**src/rtl/fifo_32bit_apb3_drain.sv**
```systemverilog
// APB3 read-only initiator that polls a remote FIFO's flag register and drains
// words from its data register into a local sink FIFO.
module fifo_32bit_apb3_drain #(
    parameter logic [31:0] BASE_ADDR = 32'h0000_0000,
    parameter int unsigned POLL_GAP  = 4
) (
    input  logic        PCLK,
    input  logic        PRESET,
    input  logic        ENABLE,
    output logic        PSEL,
    output logic        PENABLE,
    output logic        PWRITE,
    output logic [31:0] PADDR,
    output logic [31:0] PWDATA,
    input  logic [31:0] PRDATA,
    input  logic        PREADY,
    input  logic        PSLVERR,
    input  logic        FULL,
    output logic        WREN,
    output logic [31:0] DATAOUT,
    output logic        ERR,
    output logic [15:0] WORDCOUNT
);

    typedef enum logic [2:0] {
        IDLE,
        FLAG_SETUP,
        FLAG_ACCESS,
        DATA_SETUP,
        DATA_ACCESS,
        PUSH,
        GAP
    } state_t;

    // A zero-length gap still spends one cycle in GAP.
    localparam int unsigned GAP_LAST = (POLL_GAP == 0) ? 0 : POLL_GAP - 1;
    localparam int unsigned GAP_W    = (GAP_LAST < 2) ? 1 : $clog2(GAP_LAST + 1);

    state_t             state;
    logic [GAP_W-1:0]   gap_cnt;
    logic [15:0]        word_count;

    assign PWRITE    = 1'b0;
    assign PWDATA    = '0;
    assign WORDCOUNT = word_count;

    always_ff @(posedge PCLK or posedge PRESET) begin
        if (PRESET) begin
            state      <= IDLE;
            PSEL       <= 1'b0;
            PENABLE    <= 1'b0;
            PADDR      <= '0;
            WREN       <= 1'b1;
            DATAOUT    <= '0;
            ERR        <= 1'b0;
            word_count <= '0;
            gap_cnt    <= '0;
        end else begin
            case (state)
                IDLE: begin
                    if (ENABLE) begin
                        state   <= FLAG_SETUP;
                        PSEL    <= 1'b1;
                        PENABLE <= 1'b0;
                        PADDR   <= BASE_ADDR;
                    end
                end

                FLAG_SETUP: begin
                    state   <= FLAG_ACCESS;
                    PENABLE <= 1'b1;
                end

                FLAG_ACCESS: begin
                    if (PREADY) begin
                        PENABLE <= 1'b0;
                        if (!PSLVERR && !PRDATA[1] && !FULL) begin
                            // PSEL stays high: back-to-back transfer into the data read.
                            state <= DATA_SETUP;
                            PADDR <= BASE_ADDR + 32'd4;
                        end else begin
                            if (PSLVERR) begin
                                ERR <= 1'b1;
                            end
                            state   <= GAP;
                            PSEL    <= 1'b0;
                            gap_cnt <= '0;
                        end
                    end
                end

                DATA_SETUP: begin
                    state   <= DATA_ACCESS;
                    PENABLE <= 1'b1;
                end

                DATA_ACCESS: begin
                    if (PREADY) begin
                        PSEL    <= 1'b0;
                        PENABLE <= 1'b0;
                        if (PSLVERR) begin
                            ERR     <= 1'b1;
                            state   <= GAP;
                            gap_cnt <= '0;
                        end else begin
                            DATAOUT <= PRDATA;
                            state   <= PUSH;
                        end
                    end
                end

                // First edge with FULL low drops WREN; the following edge ends the push.
                PUSH: begin
                    if (!WREN) begin
                        WREN <= 1'b1;
                        if (ENABLE) begin
                            state   <= FLAG_SETUP;
                            PSEL    <= 1'b1;
                            PENABLE <= 1'b0;
                            PADDR   <= BASE_ADDR;
                        end else begin
                            state <= IDLE;
                        end
                    end else if (!FULL) begin
                        WREN       <= 1'b0;
                        word_count <= word_count + 16'd1;
                    end
                end

                GAP: begin
                    if (gap_cnt == GAP_W'(GAP_LAST)) begin
                        if (ENABLE) begin
                            state   <= FLAG_SETUP;
                            PSEL    <= 1'b1;
                            PENABLE <= 1'b0;
                            PADDR   <= BASE_ADDR;
                        end else begin
                            state <= IDLE;
                        end
                    end else begin
                        gap_cnt <= gap_cnt + 1'b1;
                    end
                end

                default: begin
                    state   <= IDLE;
                    PSEL    <= 1'b0;
                    PENABLE <= 1'b0;
                    WREN    <= 1'b1;
                end
            endcase
        end
    end

endmodule
```
**config.mk**
```make
export PLATFORM = sky130hd
export DESIGN_NAME = fifo_32bit_apb3_drain
export DESIGN_NICKNAME = d
export VERILOG_FILES = /design/src/rtl/fifo_32bit_apb3_drain.sv
export SDC_FILE = /design/constraint.sdc
export NUM_CORES = 1
export LEC_CHECK = 0
export BUFFER_PORTS_ARGS = -buffer_cell sky130_fd_sc_hd__buf_2
export CAP_MARGIN = 20
export CORE_ASPECT_RATIO = 0.7
export CORE_MARGIN = 2
export CORE_UTILIZATION = 48
export CTS_BUF_LIST = sky130_fd_sc_hd__clkbuf_8
export CTS_CLUSTER_DIAMETER = 40
export DETAILED_ROUTE_END_ITERATION = 10
export HOLD_SLACK_MARGIN = 0.12
export PLACE_DENSITY = 0.81
export SKIP_LAST_GASP = 1
export SYNTH_ARGS = -nofsm -noshare
export SYNTH_HDL_FRONTEND = slang
export SYNTH_SLANG_ARGS = --single-unit
```
**constraint.sdc**
```tcl
create_clock -name PCLK -period 2.3 [get_ports PCLK]
set_clock_uncertainty 0.05 [all_clocks]
set_input_delay 0 -clock PCLK [delete_from_list [all_inputs] [get_ports PCLK]]
set_output_delay 0 -clock PCLK [all_outputs]
set_load 0.02 [all_outputs]
```
Yosys cells after proc, flatten, opt, wreduce, memory -nomap -nowiden
Cells that the tools add are included.

Flip-flop bits (word level): 89. Output and inout bits: 117. Word-level logic and storage cells: 91.

$add $sub $neg: 2. Equality and inequality tests: 17. Muxes and demuxes: 40. Bitwise logic cells: 3. Reduce and logical (&&, ||, !) cells: 20.

Operator list (number): $mux W32 (5); $pmux W32 S4 (1); $pmux W3 S7 (1); $mux W3 (6); $ne A2 B2 Y1 const B (9); $add A16 B1 Y16 const B (1); $mux W1 (16); $mux W2 (6); $reduce_and A6 Y1 (2); $reduce_and A5 Y1 (2); $eq A3 B3 Y1 const B (3); $reduce_and A3 Y1 (3); $eq A3 B2 Y1 const B (2); $pmux W1 S6 (1); $pmux W2 S3 (1); $reduce_or A6 Y1 (1); $pmux W1 S5 (1); $pmux W1 S2 (2); $reduce_and A4 Y1 (1); $reduce_bool A4 Y1 (1); $reduce_or A2 Y1 (2); $eq A3 B1 Y1 const B (1); $logic_not A1 Y1 (3); $logic_not A3 Y1 (1); other kinds (7) (10).

Logic depth before layout (Yosys ltp)
Word-level depth: 6. Depth in mapped cells: 6. Depth with buffers taken out: 5.

Least setup slack after synthesis
No wires, ideal clock.

Path type: flip-flop to flip-flop. From: reg state[0]. To: reg DATAOUT[10]. Arrival: 1.467 ns. Required time: 2.125 ns. Slack: 0.658 ns. Cell stages (with the launch flop): 5. Buffers on the path: 2. Clock period less this slack: 1.642 ns. Cell sequence: dfrtp_1 > buf_2 > nor4b_4 > buf_4 > mux2_2.

Word-level cells in the longest chain between the ends: 2.

RTL lines: from (decl) (RTL line 39) `state_t state;`; from (signal assigned) (RTL line 49) `state <= IDLE;`; from (signal assigned) (RTL line 62) `state <= FLAG_SETUP;`; from (signal assigned) (RTL line 70) `state <= FLAG_ACCESS;`; $eq A3 B3 Y1 (RTL line 59) `case (state)`; $reduce_and A3 Y1 (no line); to (signal assigned) (RTL line 54) `DATAOUT <= '0;`; to (signal assigned) (RTL line 106) `DATAOUT <= PRDATA;`; to (decl) (RTL line 20) `output logic [31:0] DATAOUT,`.

No other way between the ends. A chain may end at the register's enable or synchronous reset.

Final worst setup path
From: reg state[1]. To: reg DATAOUT[12].

The elaborated chain is that of the path after synthesis.

==> results_dict.tcl <==
set metrics [dict create \
    top_usage_layer "met2" \
    vias_per_cell 4.669 \
    core_area_um2 6276 \
    diodes 0 \
    use_met1_pct 21.40 \
    antenna_found_initial 0 \
    max_freq_mhz 522.2 \
    path_cells "nand2b_1, nor4b_4, buf_12, mux2_2" \
    chipHeight_um 71.58 \
    fin_total_pwr_mw 4.483 \
    synth_top_cell_by_area "dfrtp_1" \
    rr_endpoint "DATAOUT[12]$_DFFE_PP0P_" \
    synthTopCellsByArea "dfrtp_1 46%, buf_4 16%, mux2_2 12%, xnor2_1 4.2%, nand4_1 1.4%" \
    fin_nets 447 \
    p_sw_share_pct 38.40 \
    ff2ff_path_depth 4 \
    num_rows 24 \
    synthMuxAreaShare_pct 13.26 \
    die_w_um 100.5 \
    synth_edf_count 0 \
    rrSetupSlack_ns 0.39 \
    critPathMaxStageDelay_ns 0.54 \
    synth_flop_cell "dfrtp_1" \
    clk_pin_slew_ns 0.06 \
    cts_tree "done" \
    port_buffers 90 \
    cp-start-kind "register" \
    fill_cells 488 \
    min_path_type "primary input to async pin" \
    cap_violations 0 \
    cp-end-kind "register" \
    cts.sinks 58 \
    slowest_stage "dfrtp_1" \
    clk-insertion-delay-late_ns 0.32 \
    grt_util_met3_pct 5.756 \
    syn_avg_cell_area_um2 11.39 \
    outcome "finished, final reports clean" \
    slew_violations 0 \
    p_comb_share_pct 42.5 \
    synthXorXnorAreaFrac_pct 4.754 \
    vdd_drop_max_uv 691.2 \
    max-slew-margin-rel_pct 52.70 \
    place.gp.congestion 0.8196 \
    pwr_density_cell_nw_per_um2 1117 \
    final.period_utilization_pct 83.26 \
    final-setup-viol-count 0 \
    numCtsBuffers 9 \
    clkPwrFrac_pct 21.2 \
    root_buffer "clkbuf_8" \
    yosys_warnings 0 \
    required_ns 2.45 \
    initialDrtViolationCount 49 \
    ys_ff_latch 58 \
    synth_top_family_by_area "buffers and inverters" \
    wl_per_cell_um 13.99 \
    hold_viol 0 \
    tightestPinTransition_ns 0.7095 \
    cts_max_level 3 \
    intPower_mw 2.761 \
    hpwl_um 4343 \
    synthArstFlopShare_pct 100.0 \
    setup_tns_ns 0 \
    cp.arrival_ns 2.07 \
    grt_pass1_wl_um 10470 \
    synthSimpleGateAreaFrac_pct 11.03 \
    grt_max_degree 59 \
    synth_compound_area_share_pct 5.913 \
    ys_seq_area_share_pct 46.38 \
    rsz0062_at_grt "false" \
    cts_max_path_buffers 2 \
    hold_slack_ns 0.3828 \
    cp_max_fo 32 \
    overflow 0 \
    switching_power_mw 1.721 \
    leakagePower_nw 2.024 \
    die_area_um2 7197 \
    drive_above_1_share_pct 36.98 \
    first_global_vias 2199 \
    drcViolationCount 0 \
    area_delta_synth_final_pct 28.09 \
    wirelength_um 6842 \
    track_usage_pct 18.81 \
    ys_types 47 \
    initial_utilization_pct 49.90 \
    path_class "register to register" \
    met2_usage_pct 34.30 \
    netlist_area_um2 3132 \
    reg2reg_from "state[1]$_DFFE_PP0P_" \
    ant_nets 0 \
    p_seq_share_pct 36.3 \
    ioPinCount 155 \
    vias 2283 \
    synth_fa_ha_area_share_pct 0.7990 \
    finalCriticalPeriod_ns 1.915 \
    netlist_instances 275 \
    drtPass1Iterations 4 \
    synth.top_cell.area_share_pct 45.55 \
]
## worst max-delay path, delay by kind of cell (launching register included)
family	cells	cell delay, ns
buffers and inverters	1	0.24
DFF	1	0.54
muxes	1	0.36
and+or+nand+nor	2	0.59
## Yosys cell counts (2+ instances only)
library cell	instances
dfrtp_1	57
xnor2_1	15
o211ai_1	2
mux2_1	2
clkbuf_1	4
xor2_1	2
nor2_1	6
nand2_1	9
buf_2	3
mux2_2	34
nand2b_1	3
nand3_1	4
and2_1	3
a21oi_1	8
ha_1	2
a31oi_1	2
and3_1	4
buf_4	68
nor3_1	2
inv_1	3
nor2b_1	5
nand4_1	7
o21ai_0	6
## power groups by stage
stage / clock, mW / combinational [mW] / sequential [mW]
CTS: 0.979 / 1.90 / 1.62
floorplan: 0 / 0.994 / 2.00
global route: 1.04 / 2.06 / 1.67
detailed placement: 0 / 1.84 / 1.64
global placement: 0 / 1.80 / 1.62
finish: 0.948 / 1.91 / 1.63
## repair_timing
action,CTS,global route
buffers inserted,0,0
hold buffers,37,0
gates resized for setup,0,0
endpoints found under the hold margin,107,0
## worst max path at each step
stage	startpoint	end	cells past startpoint
2_1_floorplan	state[0]$_DFFE_PP0P_	DATAOUT[10]$_DFFE_PP0P_	4
3_3_place_gp	state[1]$_DFFE_PP0P_	DATAOUT[2]$_DFFE_PP0P_	4
3_5_place_dp	state[1]$_DFFE_PP0P_	DATAOUT[26]$_DFFE_PP0P_	4
4_1_cts	state[1]$_DFFE_PP0P_	DATAOUT[12]$_DFFE_PP0P_	4
5_1_grt	state[1]$_DFFE_PP0P_	DATAOUT[12]$_DFFE_PP0P_	4
6_report	state[1]$_DFFE_PP0P_	DATAOUT[12]$_DFFE_PP0P_	4
## placed cells by master (no fill, tap or decap), types with 3 or more instances in the layout
cell type	instances
nand3_1	4
xnor2_1	15
o21ai_0	6
conb_1	64
mux2_2	34
nand2b_1	3
nor2_1	6
a21oi_1	8
buf_2	90
nor2b_1	5
buf_4	6
dlygate4sd3_1	37
and2_1	3
and3_1	4
inv_1	3
nand2_1	9
clkbuf_8	12
dfrtp_1	57
nand4_1	7
## per-layer routing
metal | vias up | share of wire [%] | wire length [µm]
met5 | - | 0 | 0
met4 | 0 | 1.1 | 76
met3 | 9 | 6.3 | 428
met2 | 94 | 53 | 3598
met1 | 1093 | 40 | 2739
li1 | 1087 | - | -
## per-stage QoR
stage	cell area, µm²	setup slack (ns)	instances	util (%)
2_1_floorplan	3368	0.6583	338	-
3_3_place_gp	3437	0.4469	437	54.76
3_5_place_dp	3437	0.3894	437	54.76
4_1_cts	4011	0.3881	489	63.92
5_1_grt	4011	0.2771	489	63.92
6_report	4011	0.3850	489	63.92
## logic make-up after synthesis
| logic type | count (synthesis) |
|---|---|
| flip-flops | 58 |
| buffers and inverters | 79 |
| AO/OA/AOI/OAI | 28 |
| XOR/XNOR | 17 |
| adder cells (fa/ha/maj) | 2 |
| AND/OR/NAND/NOR | 53 |
| other | 1 |
| multiplexers | 37 |
## layout make-up
cell class,instances,area (µm²),area share (%)
repair buffers,134,885.9,22.08
flip-flops and latches,58,1453,36.21
inverters,3,11.26,0.2807
multi-input cells,201,1360,33.91
well taps,78,97.59,2.433
clock buffers,12,165.2,4.117
clock inverters,3,38.79,0.9669
## flip-flops by register name (all words and copies together), names as in the netlist, 2 cells and up
register   cells
DATAOUT       32
WORDCOUNT     16
state          3
gap_cnt        2
Power figures use the tool's default switching activity.
